<file path="config.mk">
export PLATFORM = sky130hd
export DESIGN_NAME = autosym_space_extractor
export DESIGN_NICKNAME = d
export VERILOG_FILES = /design/src/rtl/autosym_pkg.sv /design/src/rtl/autosym_tt_store.sv /design/src/rtl/autosym_space_extractor.sv
export SDC_FILE = /design/constraint.sdc
export NUM_CORES = 1
export LEC_CHECK = 0
export BUFFER_PORTS_ARGS = -buffer_cell sky130_fd_sc_hd__buf_2
export CORE_MARGIN = 1.5
export CORE_UTILIZATION = 59
export DETAILED_ROUTE_END_ITERATION = 10
export PLACE_DENSITY = 0.87
export SYNTH_ARGS = -nofsm -noshare
export SYNTH_HDL_FRONTEND = slang
export SYNTH_SLANG_ARGS = --single-unit
</file>
<file path="constraint.sdc">
create_clock -name clk -period 5 [get_ports clk]
set_input_delay 0.25 -clock clk [delete_from_list [all_inputs] [get_ports clk]]
set_output_delay 0.25 -clock clk [all_outputs]
set_load 0.1 [all_outputs]
</file>
<file path="src/rtl/autosym_pkg.sv">
// autosym_pkg: shared types and helpers for the autosymmetry space extractor.
// Holds the controller state encoding, the supported input-width bounds and
// a helper that turns a one-hot member count into its log2.
package autosym_pkg;

  localparam int N_IN_MIN = 2;
  localparam int N_IN_MAX = 10;

  // Wide enough for a member count of up to 2^N_IN_MAX
  localparam int ONEHOT_W = N_IN_MAX + 1;

  typedef enum logic [2:0] {
    IDLE,
    SAMPLE,
    SCAN,
    EMIT,
    DONE
  } state_t;

  // Bit position of the single set bit; the member count is always a power of two
  function automatic int onehot_log2(input logic [ONEHOT_W-1:0] v);
    int pos;
    pos = 0;
    for (int i = 0; i < ONEHOT_W; i++) begin
      if (v[i]) pos = i;
    end
    return pos;
  endfunction

endpackage

</file>
<file path="src/rtl/autosym_tt_store.sv">
// autosym_tt_store: 2^N_IN-entry single-bit truth table of the function under
// test. One synchronous write port filled during sampling, two combinational
// read ports so f(x) and f(x ^ alpha) can be compared in the same cycle.
module autosym_tt_store #(
  parameter int N_IN = 8
) (
  input  logic            clk,
  input  logic            we,
  input  logic [N_IN-1:0] waddr,
  input  logic            wdata,
  input  logic [N_IN-1:0] raddr_a,
  input  logic [N_IN-1:0] raddr_b,
  output logic            rdata_a,
  output logic            rdata_b
);

  logic [(1 << N_IN)-1:0] mem;

  // Capture the function output for the currently applied input vector
  always_ff @(posedge clk) begin
    if (we) mem[waddr] <= wdata;
  end

  assign rdata_a = mem[raddr_a];
  assign rdata_b = mem[raddr_b];

endmodule

</file>
<file path="src/rtl/autosym_space_extractor.sv">
// autosym_space_extractor: drives an attached single-output function through
// all 2^N_IN inputs, records its truth table, then streams every alpha of the
// linear space L_f = { a : f(x) = f(x ^ a) for all x } over valid/ready and
// reports dim_k = log2|L_f|.
// Optional build macro AUTOSYM_EARLY_ABORT_EN: a failing alpha is abandoned on
// its first mismatching x; without it every alpha scans the full table so the
// scan time does not depend on the data.
module autosym_space_extractor
  import autosym_pkg::*;
#(
  parameter int N_IN = 8
) (
  input  logic                         clk,
  input  logic                         rst,
  input  logic                         start,
  output logic [N_IN-1:0]              dut_x,
  input  logic                         dut_y,
  output logic                         busy,
  output logic                         done,
  output logic                         alpha_valid,
  input  logic                         alpha_ready,
  output logic [N_IN-1:0]              alpha,
  output logic [$clog2(N_IN+1)-1:0]    dim_k
);

  localparam int K_W = $clog2(N_IN + 1);
  localparam logic [N_IN-1:0] LAST = '1;

  if (N_IN < N_IN_MIN || N_IN > N_IN_MAX) begin : g_n_in_range
    $error("autosym_space_extractor: N_IN outside supported range");
  end

  state_t          state, state_next;
  logic [N_IN-1:0] x;
  logic [N_IN:0]   count, count_next;
  logic            tt_a, tt_b;
  logic            mismatch, x_last, alpha_last, sample_last, accept;
  logic            scan_pass, scan_fail;

  autosym_tt_store #(.N_IN(N_IN)) u_tt (
    .clk     (clk),
    .we      (state == SAMPLE),
    .waddr   (dut_x),
    .wdata   (dut_y),
    .raddr_a (x),
    .raddr_b (x ^ alpha),
    .rdata_a (tt_a),
    .rdata_b (tt_b)
  );

  assign mismatch    = tt_a ^ tt_b;
  assign x_last      = (x == LAST);
  assign alpha_last  = (alpha == LAST);
  assign sample_last = (dut_x == LAST);
  assign accept      = (state == EMIT) && alpha_ready;
  assign count_next  = accept ? count + (N_IN+1)'(1) : count;

`ifdef AUTOSYM_EARLY_ABORT_EN
  assign scan_fail = mismatch;
  assign scan_pass = x_last && !mismatch;
`else
  logic fail_seen;

  // Remember any earlier mismatch while the current alpha finishes its full scan
  always_ff @(posedge clk) begin
    if (rst)                           fail_seen <= 1'b0;
    else if (state != SCAN || x_last)  fail_seen <= 1'b0;
    else                               fail_seen <= fail_seen | mismatch;
  end

  assign scan_fail = x_last && (fail_seen || mismatch);
  assign scan_pass = x_last && !(fail_seen || mismatch);
`endif

  // Controller state register
  always_ff @(posedge clk) begin
    if (rst) state <= IDLE;
    else     state <= state_next;
  end

  // Next-state and handshake outputs; a failing non-final alpha stays in SCAN
  always_comb begin
    state_next  = state;
    busy        = 1'b0;
    alpha_valid = 1'b0;
    case (state)
      IDLE: begin
        if (start) state_next = SAMPLE;
      end
      SAMPLE: begin
        busy = 1'b1;
        if (sample_last) state_next = EMIT;
      end
      SCAN: begin
        busy = 1'b1;
        if (scan_pass)                     state_next = EMIT;
        else if (scan_fail && alpha_last)  state_next = DONE;
      end
      EMIT: begin
        busy        = 1'b1;
        alpha_valid = 1'b1;
        if (alpha_ready) state_next = alpha_last ? DONE : SCAN;
      end
      DONE: begin
        if (start) state_next = SAMPLE;
      end
      default: state_next = IDLE;
    endcase
  end

  // Datapath: input sweep, scan index, candidate alpha, member count and result
  always_ff @(posedge clk) begin
    if (rst) begin
      dut_x <= '0;
      x     <= '0;
      alpha <= '0;
      count <= '0;
      dim_k <= '0;
      done  <= 1'b0;
    end else begin
      done <= 1'b0;
      case (state)
        IDLE, DONE: begin
          if (start) begin
            dut_x <= '0;
            x     <= '0;
            alpha <= '0;
            count <= '0;
          end
        end
        SAMPLE: begin
          if (!sample_last) dut_x <= dut_x + N_IN'(1);
        end
        SCAN: begin
          x <= x + N_IN'(1);
          if (scan_fail) begin
            x <= '0;
            if (!alpha_last) alpha <= alpha + N_IN'(1);
          end
        end
        EMIT: begin
          if (alpha_ready) begin
            count <= count_next;
            x     <= '0;
            if (!alpha_last) alpha <= alpha + N_IN'(1);
          end
        end
        default: ;
      endcase
      if (state != DONE && state_next == DONE) begin
        done  <= 1'b1;
        dim_k <= K_W'(onehot_log2(ONEHOT_W'(count_next)));
      end
    end
  end

endmodule
</file>
==> results of run 1 <==
cells in the mapped netlist (3+ instances only):
| cell type | instances |
|---|---|
| nor3_1 | 9 |
| dfxtp_1 | 42 |
| nand3_1 | 44 |
| xor2_1 | 18 |
| o211ai_1 | 6 |
| o21ai_0 | 18 |
| or4_1 | 4 |
| a22oi_1 | 24 |
| and3_1 | 11 |
| nor2_1 | 314 |
| nor2b_1 | 14 |
| edfxtp_1 | 256 |
| mux2_2 | 11 |
| nand4_1 | 8 |
| nand2_1 | 63 |
| buf_6 | 8 |
| or3_1 | 8 |
| mux2_1 | 5 |
| xnor2_1 | 11 |
| nand2b_1 | 6 |
| ha_1 | 7 |
| clkbuf_1 | 58 |
| a221oi_1 | 7 |
| o22ai_1 | 4 |
| buf_4 | 8 |
| a31oi_1 | 6 |
| buf_2 | 15 |
| a21oi_1 | 30 |
| mux2i_1 | 11 |
| and2_1 | 3 |
| nor4_1 | 3 |
| inv_1 | 5 |
| buf_1 | 3 |
| mux4_2 | 132 |
power by group through the flow:
stage	registers, mW	clock network (mW)	logic, mW
6_report	2.70	2.23	0.280
4_1_cts	2.70	2.23	0.279
3_3_place_gp	2.75	0	0.270
3_5_place_dp	2.76	0	0.276
5_1_grt	2.70	2.33	0.299
2_1_floorplan	2.76	0	0.204
worst max-delay path, cell delays in order (launching register included):
cell and delay [ns]:
dfxtp_1 0.59, xor2_4 0.21, buf_12 0.42, mux4_2 0.58, a22oi_1 0.20, a21oi_1 0.11, o21ai_0 0.44, a221oi_2 0.16
buf_4 0.18, o211a_1 0.22, or2_1 0.30, or4_1 0.52, a21oi_1 0.14
final timing paths:
check	end	slack (ns)	startpoint
setup / recovery	alpha[7]	0.77	alpha[0]
hold / removal	state[2]	0.01	start
setup reg to reg	alpha[7]	0.77	alpha[0]
hold reg to reg	count[2]	0.53	count[2]
flip-flops by register name (all words and copies together), names as in the netlist:
register and flops:
count 9, x 8, done 1, dut_x 8, u_tt.mem 256, fail_seen 1, alpha 8, state 3
dim_k 4
layout make-up:
class,count,area (um2)
tap,335,419
multi-input combinational,819,6700
clock inverter,18,153
clock buffer,37,798
sequential,298,8540
inverter,5,18.8
fill,1792,9010
timing repair buffer,58,424
per-layer routing:
layer | vias to the layer above | global-route usage, % | routed length (um) | part of all wire, %
li1 | 4607 | - | - | -
met4 | 0 | 15.7 | 2340 | 5.5
met3 | 205 | 8.79 | 6020 | 14
met5 | - | 0 | 0 | 0
met2 | 959 | 48.8 | 19700 | 47
met1 | 5510 | 40.7 | 14200 | 34
cell families (layout without fill, tap and decap cells):
kind of cell | after synthesis | in the layout | share of synthesized area, %
AOI/OAI and AO/OA | 123 | 123 | 5.47
muxes | 161 | 161 | 21.1
DFF | 298 | 298 | 54.3
adders and majority gates | 7 | 7 | 0.558
and+or+nand+nor | 497 | 497 | 13.5
buffers and inverters | 98 | 118 | 3.11
xor gates and xnor gates | 31 | 31 | 1.90
stage by stage:
stage | instances | utilization (%) | area, um2 | hold WS [ns] | total power [mW]
3_5_place_dp | 1515 | 61.8 | 16100 | 0.516 | 3.03
2_1_floorplan | 1215 | - | 15700 | 0.349 | 2.96
6_report | 1570 | 65.4 | 17000 | 0.0106 | 5.21
4_1_cts | 1570 | 65.4 | 17000 | 0.0114 | 5.21
3_3_place_gp | 1515 | 61.8 | 16100 | 0.509 | 3.02
5_1_grt | 1570 | 65.4 | 17000 | 0.0469 | 5.33
placed cells by master (no fill, tap or decap), types with 10 or more instances in the layout:
cell and n:
nand3_1 44, buf_2 26, mux4_2 132, nor2_1 314
xnor2_1 11, mux2i_1 11, o21ai_0 18, nand2_1 63
edfxtp_1 256, a22oi_1 24, clkbuf_16 31, nor2b_1 14
and3_1 11, xor2_1 17, dfxtp_1 40, mux2_2 11
clkinv_1 10, a21oi_1 30, buf_4 27
==> out/results.ini, run 1 <==
[timing]
min_period_over_period_pct=84.6
max_freq_mhz=237
layout_min_cycle_time_ns=4.23
worst_pin_slew_ns=1.35
rsz0062_at_grt=no
fin_tns_setup_ns=0
maxSlewHeadroom_pct=9.62
skew_ns=0.0109
worst_slack_ns=0.772
setup_viol=0
finalHoldViolations=0
finalMaxSlewViolations=0

[global_routing]
grt_overflow_total=0
antenna_found_initial=0
gr-usage-all-layers_pct=31.3
grt_pass1_vias=11400
grt_max_degree=126
grt_pass1_wl_mm=66.0

[clock_tree]
clockRootBuffer=clkbuf_16
cts_resized=0
cts_sinks=298
post-cts-setup-buffers=0
cts_tree=built
numCtsBuffers=30
cts_max_level=1
clk_pin_slew_ns=0.06
insertion_delay_ns=0.58
hold_buffers=0
clock_path_buffers=3

[finish]
syn_to_final_growth_pct=8.64
fin_nets=1224
insertedDiodeCount=0
layout-drive-gt1-share_pct=20.6

[synth]
synthFlopType=edfxtp_1
yosysUniqueCellTypes=67
async_reset_ff_share_pct=0
syn_inst=1215
synth.top_cell.area_share_pct=49.0
synth-seq-cells=298
yosysSeqAreaShare_pct=54.3
synthTopCellsByArea=edfxtp_1, mux4_2, nor2_1
synth_largest_area_cell=edfxtp_1
synth_nets=1227
yosysWarnings=0
avgSynthCellArea_um2=12.9
synth_edf_count=256
syn_area_um2=15700

[power_and_ir_drop]
power.density_nw_per_um2=306
clkPwrFrac_pct=42.8
internal_power_mw=4.09
power.leakage_nw=5.20
p_seq_share_pct=51.9
sw_frac_of_total_pct=21.5
ir_drop_mv=0.296
p_sw_mw=1.12
pwr-share-comb_pct=5.4

[floorplanning]
die_width_um=166
die_area_um2=27600
core-area_um2=26100
io_pins=28
rows=59
die-height_um=166
start_util_pct=60.2

[placed_design]
port_buffers=27
dp_hpwl_mm=25.4
place_congestion=0.936
place_ws_ns=0.841

[run_status]
status=finished, final reports clean

[drt]
first_pass_iters=6
num_vias=11300
drt_iter0_drc=1954
drc=0
wl_per_cell_um=26.9
antenna_left=0
drt-total-wl_mm=42.3
vias_per_cell=7.19

[worst_setup_path]
crit_arrival_ns=4.73
crit_path_end_kind=flip-flop
crit_fanout=62
crit_type=flip-flop to flip-flop
r2r_cells=12
worstSetupStartpointType=flip-flop
cp.required_ns=5.50

[run]
cap_violations=0

[worst_hold_path]
hold_depth=3
min-delay-path-class=input pin to flip-flop

Note: power is estimated with default switching activity, not from simulation.
==> inputs of run 2 (changes only) <==
- clock period: 5 -> 4.4 ns (I/O delays scaled with it)
==> out/results.ini, run 2 (synthesis gave the netlist of run 1 again) <==
[finish]
fin_nets=1230
syn_to_final_growth_pct=8.53
final_core_util_pct=65.4
regArea_um2=8540
fill_cells=1772
mostFrequentLayoutCell=nor2_1
layout-drive-gt1-share_pct=21.1
top_regs=u_tt.mem x256, count x9
finalInstanceArea_um2=17000
final_cell_mix=nor2_1, edfxtp_1, mux4_2, nand2_1, nand3_1
regMostFlops=u_tt.mem
multiInputGateArea_um2=6700
largest_reg_flops=256

[placed_design]
dp_hpwl_mm=26.5
place_congestion=0.952
port_buffers=27
postPlaceCellArea_um2=16100
place_ws_ns=0.287

[timing]
maxSlewHeadroom_pct=10.9
skew_ns=0.0137
setup_viol=0
layout_min_cycle_time_ns=4.05
finalMaxSlewViolations=0
rsz0062_at_grt=no
min_period_over_period_pct=92.0
fin_tns_setup_ns=0
worst_pin_slew_ns=1.33
max_freq_mhz=247
worst_slack_ns=0.353
finalHoldViolations=0

[floorplanning]
core-area_um2=26100
die_width_um=166
start_util_pct=60.2
die_area_um2=27600
rows=59
io_pins=28
die-height_um=166

[worst_setup_path]
worst_path_largest_cell_delay_ns=0.55
crit_path_end_kind=flip-flop
reg2reg_setup_slack_ns=0.35
worstSetupStartpointType=flip-flop
cp_cell_sequence=xor2_4, buf_12, buf_4, mux4_2, mux2i_1, o21ai_1, and3_1, o311a_1, o211a_1, or2_1, or4_1, a21oi_1
path_delay_family=simple AND/OR/NAND/NOR gates
critPathSlowestCell=or4_1
crit_arrival_ns=4.54
crit_fanout=34
cp.required_ns=4.89
crit_type=flip-flop to flip-flop
critPathBufInv=2

[power_and_ir_drop]
power.leakage_nw=5.20
ir_drop_mv=0.412
power.density_nw_per_um2=337

[global_routing]
grt_pass1_wl_mm=65.0
grt_overflow_total=0
gr-usage-all-layers_pct=31.0
antenna_found_initial=0
grt_max_degree=174
grt_pass1_vias=11300

[drt]
first_pass_iters=6
drc=0
wl_per_cell_um=27.0
vias_per_cell=7.24
antenna_left=0
drt_iter0_drc=1969
num_vias=11400
drt-total-wl_mm=42.6

[clock_tree]
cts_tree=built
cts_resized=0
post-cts-setup-buffers=0
hold_buffers=0
cts_sinks=298
insertion_delay_ns=0.56
cts_max_level=1
clock_path_buffers=3
clk_pin_slew_ns=0.06
numCtsBuffers=31
clockRootBuffer=clkbuf_16

[run_status]
status=finished, final reports clean

[run]
cap_violations=0

[worst_hold_path]
min-delay-path-class=input pin to flip-flop

[run 2: tightest hold or removal path: cells and delay by family]
kind / cells / cell delay, ns
buf+inv: 1 / 0.12
compound gates: 1 / 0.07
simple gates: 1 / 0.12
[run 2: area by class of cell]
type,instances,area share (%)
clock inverters,14,0.411
inverters,5,0.110
multi-input cells,819,39.3
diodes,1,0.0147
repair buffers,63,2.78
well taps,335,2.46
flip-flops and latches,298,50.1
clock buffers,40,4.75
[run 2: power by group]
part | switching (mW) | leakage (nW) | internal, mW
Clock | 1.06 | 0.433 | 1.29
Combinational | 0.186 | 2.13 | 0.141
Sequential | 0.00520 | 2.64 | 3.07
[run 2: final timing paths]
path | startpoint | to | cells past startpoint
worst max-delay path | alpha[0] | alpha[7] | 12
worst min register to register | count[2] | count[2] | 2
worst min-delay path | start | state[2] | 3
worst max register to register | alpha[0] | alpha[7] | 12
[run 2: metrics by stage]
| step | cells | power, mW | hold slack [ns] |
|---|---|---|---|
| 5_1_grt | 1574 | 5.88 | 0.0127 |
| 2_1_floorplan | 1215 | 3.36 | 0.319 |
| 3_3_place_gp | 1520 | 3.45 | 0.507 |
| 6_report | 1575 | 5.75 | 0.0161 |
| 4_1_cts | 1574 | 5.75 | 0.00771 |
| 3_5_place_dp | 1520 | 3.46 | 0.515 |
[run 2: per-layer routing]
layer | routed length, um | GRT usage (%) | vias up
met2 | 20200 | 49.9 | 1013
met4 | 2360 | 15.2 | 0
met1 | 14100 | 39.6 | 5568
li1 | - | - | 4620
met5 | 0 | 0 | -
met3 | 5960 | 7.89 | 196
